`config.mk`:
```
export PLATFORM = sky130hd
export DESIGN_NAME = half_adder_flat
export DESIGN_NICKNAME = d
export VERILOG_FILES = /design/src/rtl/half_adder_pkg.sv /design/src/rtl/half_adder_if.sv /design/src/rtl/half_adder_lane.sv /design/src/rtl/half_adder.sv /design/src/flat_wrapper.sv
export SDC_FILE = /design/constraint.sdc
export NUM_CORES = 1
export LEC_CHECK = 0
export ABC_CLOCK_PERIOD_IN_PS = 900
export BUFFER_PORTS_ARGS = -buffer_cell sky130_fd_sc_hd__buf_2
export CORE_AREA = 2 2 39 41
export DETAILED_ROUTE_END_ITERATION = 12
export DIE_AREA = 0 0 41 43
export SYNTH_ARGS = -nofsm -noshare
export SYNTH_HDL_FRONTEND = slang
export SYNTH_HIERARCHICAL = 1
export SYNTH_SLANG_ARGS = --single-unit
```
`constraint.sdc`:
```
create_clock -name clk -period 0.9 [get_ports clk]
set_input_delay 0.18 -clock clk [delete_from_list [all_inputs] [get_ports clk]]
set_output_delay 0.18 -clock clk [all_outputs]
set_load 0.005 [all_outputs]
```
`src/rtl/half_adder_pkg.sv`:
```
// Shared constants, lane result type and config helper for the half_adder slice.
package half_adder_pkg;

  localparam int HA_MAX_WIDTH = 64;
  localparam int HA_DEF_CNT_W = 16;

  typedef struct packed {
    logic sum;
    logic carry;
  } ha_lane_t;

  function automatic bit ha_width_ok(input int width);
    return (width >= 1) && (width <= HA_MAX_WIDTH);
  endfunction

endpackage

```
`src/rtl/half_adder_if.sv`:
```
// Bus bundle for half_adder: qualified input beat plus registered result.
// carry_count exists only when HALF_ADDER_STATS_EN is defined.
interface half_adder_if
  import half_adder_pkg::*;
#(
  parameter int WIDTH = 1,
  parameter int CNT_W = HA_DEF_CNT_W
);

  logic             in_valid;
  logic [WIDTH-1:0] a;
  logic [WIDTH-1:0] b;
  logic             out_valid;
  logic [WIDTH-1:0] sum;
  logic [WIDTH-1:0] carry;

`ifdef HALF_ADDER_STATS_EN
  logic [CNT_W-1:0] carry_count;

  modport master (
    output in_valid, a, b,
    input  out_valid, sum, carry, carry_count
  );

  modport slave (
    input  in_valid, a, b,
    output out_valid, sum, carry, carry_count
  );
`else
  modport master (
    output in_valid, a, b,
    input  out_valid, sum, carry
  );

  modport slave (
    input  in_valid, a, b,
    output out_valid, sum, carry
  );
`endif

  if (!ha_width_ok(WIDTH) || (CNT_W < 1)) begin : g_bad_cfg
    $error("half_adder_if: unsupported WIDTH/CNT_W");
  end

endinterface

```
`src/rtl/half_adder_lane.sv`:
```
// Combinational 1-bit half-adder cell; zero latency, no state.
module half_adder_lane
  import half_adder_pkg::*;
(
  input  logic     a_i,
  input  logic     b_i,
  output ha_lane_t res_o
);

  always_comb begin
    res_o.sum   = a_i ^ b_i;
    res_o.carry = a_i & b_i;
  end

endmodule

```
`src/rtl/half_adder.sv`:
```
// Registered WIDTH-lane half adder: 1-cycle latency, one result per cycle, no backpressure.
// HALF_ADDER_STATS_EN adds a saturating count of accepted beats that produced any carry.
module half_adder
  import half_adder_pkg::*;
#(
  parameter int WIDTH = 1,
  parameter int CNT_W = HA_DEF_CNT_W
)(
  input  logic         clk,
  input  logic         rst_n,
  half_adder_if.slave  bus
);

  if (!ha_width_ok(WIDTH) || (CNT_W < 1)) begin : g_bad_cfg
    $error("half_adder: unsupported WIDTH/CNT_W");
  end

  ha_lane_t         lane_res [WIDTH];
  logic [WIDTH-1:0] lane_sum;
  logic [WIDTH-1:0] lane_carry;

  for (genvar i = 0; i < WIDTH; i++) begin : g_lane
    half_adder_lane u_lane (
      .a_i   (bus.a[i]),
      .b_i   (bus.b[i]),
      .res_o (lane_res[i])
    );
    assign lane_sum[i]   = lane_res[i].sum;
    assign lane_carry[i] = lane_res[i].carry;
  end

  logic [WIDTH-1:0] sum_q, sum_d;
  logic [WIDTH-1:0] carry_q, carry_d;
  logic             valid_q, valid_d;

  // Results only move on accepted beats, so idle-cycle junk on a/b never reaches the outputs.
  always_comb begin
    sum_d   = sum_q;
    carry_d = carry_q;
    valid_d = 1'b0;
    if (bus.in_valid) begin
      sum_d   = lane_sum;
      carry_d = lane_carry;
      valid_d = 1'b1;
    end
  end

  always_ff @(posedge clk) begin
    if (!rst_n) begin
      sum_q   <= '0;
      carry_q <= '0;
      valid_q <= 1'b0;
    end else begin
      sum_q   <= sum_d;
      carry_q <= carry_d;
      valid_q <= valid_d;
    end
  end

  assign bus.sum       = sum_q;
  assign bus.carry     = carry_q;
  assign bus.out_valid = valid_q;

`ifdef HALF_ADDER_STATS_EN
  logic [CNT_W-1:0] cnt_q, cnt_d;

  always_comb begin
    cnt_d = cnt_q;
    if (bus.in_valid && (|lane_carry) && (cnt_q != {CNT_W{1'b1}})) begin
      cnt_d = cnt_q + CNT_W'(1);
    end
  end

  always_ff @(posedge clk) begin
    if (!rst_n) begin
      cnt_q <= '0;
    end else begin
      cnt_q <= cnt_d;
    end
  end

  assign bus.carry_count = cnt_q;
`endif

  a_sum_carry_excl: assert property (@(posedge clk) disable iff (!rst_n)
    (sum_q & carry_q) == '0);

endmodule

```
`src/flat_wrapper.sv`:
```
// flat-port wrapper written by rule: the top's interface ports become plain ports
module half_adder_flat import half_adder_pkg::*;
#(
  parameter int WIDTH = 1,
  parameter int CNT_W = HA_DEF_CNT_W
)
  (clk, rst_n, bus_in_valid, bus_a, bus_b, bus_out_valid, bus_sum, bus_carry);
  half_adder_if #(.WIDTH(WIDTH), .CNT_W(CNT_W)) bus_i ();
  input  logic clk;
  input  logic rst_n;
  input wire logic [$bits(bus_i.in_valid)-1:0] bus_in_valid;
  input wire logic [$bits(bus_i.a)-1:0] bus_a;
  input wire logic [$bits(bus_i.b)-1:0] bus_b;
  output wire logic [$bits(bus_i.out_valid)-1:0] bus_out_valid;
  output wire logic [$bits(bus_i.sum)-1:0] bus_sum;
  output wire logic [$bits(bus_i.carry)-1:0] bus_carry;
  assign bus_i.in_valid = bus_in_valid;
  assign bus_i.a = bus_a;
  assign bus_i.b = bus_b;
  assign bus_out_valid = bus_i.out_valid;
  assign bus_sum = bus_i.sum;
  assign bus_carry = bus_i.carry;
  half_adder #(.WIDTH(WIDTH), .CNT_W(CNT_W)) u_core (.clk(clk), .rst_n(rst_n), .bus(bus_i));
endmodule
```
==> flow_summary_export.csv <==
group,metric,value,unit
timing,setup_tns,0,ns
floorplanning,die_h,43,um
pwr,power,417.4,uW
synthesis,yosys_warnings,6,
detailed_routing,num_vias,99,
finish,diodes,0,
detailed_routing,drt-total-wl,265,um
floorplanning,io_pins,8,
timing,clock_skew,0,ns
floorplanning,core,1384,um^2
finish,seqCellArea,60.06,um^2
timing,fmax,1.193,GHz
clock_network,cts_resized,0,
setup_path,cpLargestDelayFamily,"flip-flops",
global_routing,grt_pass1_vias,129,
synthesis,synthesis.nets,15,
clock_network,clock_sinks,3,
finish,final_cell_area,193.9,um^2
global_routing,antenna_found_initial,0,
placed_design,placed_area,167.7,um^2
clock_network,root_buffer,"clkbuf_4",
floorplanning,rows,14,
detailed_routing,drt-pass1-iter-count,4,
global_routing,grt_max_degree,4,
detailed_routing,antenna_left,0,
detailed_routing,met2_length,43,um
finish,nets,27,
global_routing,grt-ovfl-total,0,
synthesis,yosysUniqueCellTypes,5,
pwr,ir_worst_vdd,709.2,uV
setup_path,crit_chain,"buf_2",
setup_path,path_max_fanout,2,
timing,rsz0062_at_grt,"no",
clock_network,clk_pin_slew,0.04,ns
setup_path,cp.arrival,0.66,ns
detailed_routing,drc,0,
clock_network,cts_setup_buffers,0,
synthesis,avgSynthCellArea,12.51,um^2
detailed_routing,route.met3.wl,56,um
synthesis,mappedNetlistArea,112.6,um^2
setup_path,path_buf_inv,1,
synthesis,synthCells,9,
timing,worst_slew_pin_slew,0.1188,ns
clock_network,cts_tree,"done",
setup_path,critPathCaptureType,"output port",
detailed_routing,routedWlPerCell,7.361,um
finish,fillCellCount,160,
detailed_routing,avgViaCountPerCell,2.750,
synthesis,yosysSeqAreaShare,53.33,%
global_routing,grt_pass1_wl,455,um
synthesis,ys_ff_latch,3,
placed_design,place.gp.congestion,0.6215,
floorplanning,start_util,8.137,%
finish,final_util,14.01,%
worst_hold_path,worst_hold_path_type,"in2reg",
setup_path,crit_type,"reg2out",
clock_network,cts_max_path_buffers,2,
setup_path,crit_required,0.72,ns
finish,multi_input_area,52.55,um^2
outcome,outcome,"completed",
finish,layout-drive-gt1-share,55.00,%
setup_path,max_stage_delay,0.31,ns
clock_network,clk-insertion-delay-late,0.23,ns
detailed_routing,top_layer_used,"met4",
setup_path,critical-path-slowest-cell,"dfxtp_1",
placed_design,port_buffers,7,
floorplanning,die_x,41,um
timing,period_share,93.11,%
finish,area_growth,72.22,%
floorplanning,die_area,1763,um^2
timing,finalMaxSlewViolations,0,
job,drv_cap,0,
detailed_routing,wl_met1,158,um
timing,hold_viol,0,
clock_network,cts_buffers,3,
timing,relSlewSlack,91.86,%
clock_network,cts_htree_levels,1,
pwr,leakage,0.09655,nW
timing,setup_violations,0,
global_routing,grtUsageTotal,4.609,%
detailed_routing,drt_iter0_markers,3,
timing,fin_crit,0.8380,ns
setup_path,start_kind,"flop",
clock_network,postCtsHoldBufs,0,
pwr,power.density,2152,nW/um^2
## sequential cells by signal (all words and copies together) (netlist names)
name / count
u_core/bus.carry: 1
u_core/bus.out_valid: 1
u_core/bus.sum: 1
## kinds of logic after synthesis
family                     Yosys count  synth area share (%)
DFF                                  3                 53.34
and+or+nand+nor                      3                 17.78
muxes                                2                 17.78
adders and majority gates            1                 11.11
## routing by layer
layer  global-route usage [%]  up-vias
met5                        0        -
li1                         -       53
met2                    4.375       10
met4                    2.000        0
met3                    8.377        2
met1                    4.153       34
## stage by stage
step,cells,setup WS (ns),hold WS [ns]
after global placement,32,0.04133,0.4170
after floorplan,9,0.1724,0.3082
after detailed placement,32,0.03392,0.4353
after CTS,36,0.05016,0.1894
final,36,0.06201,0.1911
after global routing,36,0.01170,0.1953
## cell usage in the layout, fill, tap and decap left out
cell type	n
mux2i_1	2
clkbuf_1	1
and2_2	1
clkbuf_4	3
ha_1	1
dfxtp_1	3
buf_2	7
nor2b_1	2
## path summary, 6_finish.rpt
check	cells past startpoint	from	slack (ns)	endpoint
min	2	rst_n	0.19	u_core/bus.sum
min reg2reg	2	u_core/bus.sum	0.51	u_core/bus.sum
max	1	u_core/bus.sum	0.06	bus_sum
max reg2reg	2	u_core/bus.carry	0.31	u_core/bus.carry
## power breakdown
part           switching (mW)  total, mW  internal [mW]  leakage (nW)
Combinational          0.0143     0.0352         0.0210        0.0568
Clock                  0.0719      0.238          0.166        0.0150
Sequential            0.00254      0.144          0.141        0.0248
Total                  0.0888      0.417          0.329        0.0965
## synth_stat cells (all sizes together)
library cell	count	share of area (%)
ha	1	11
dfxtp	3	53
mux2i	2	18
and2	1	6.7
nor2b	2	11
## area by class of cell
class / instances / area share, %
clock buffers: 4 / 13.55
multi-input cells: 6 / 27.10
well taps: 16 / 10.32
flip-flops and latches: 3 / 30.97
repair buffers: 7 / 18.06
(Power assumes the default switching activity.)
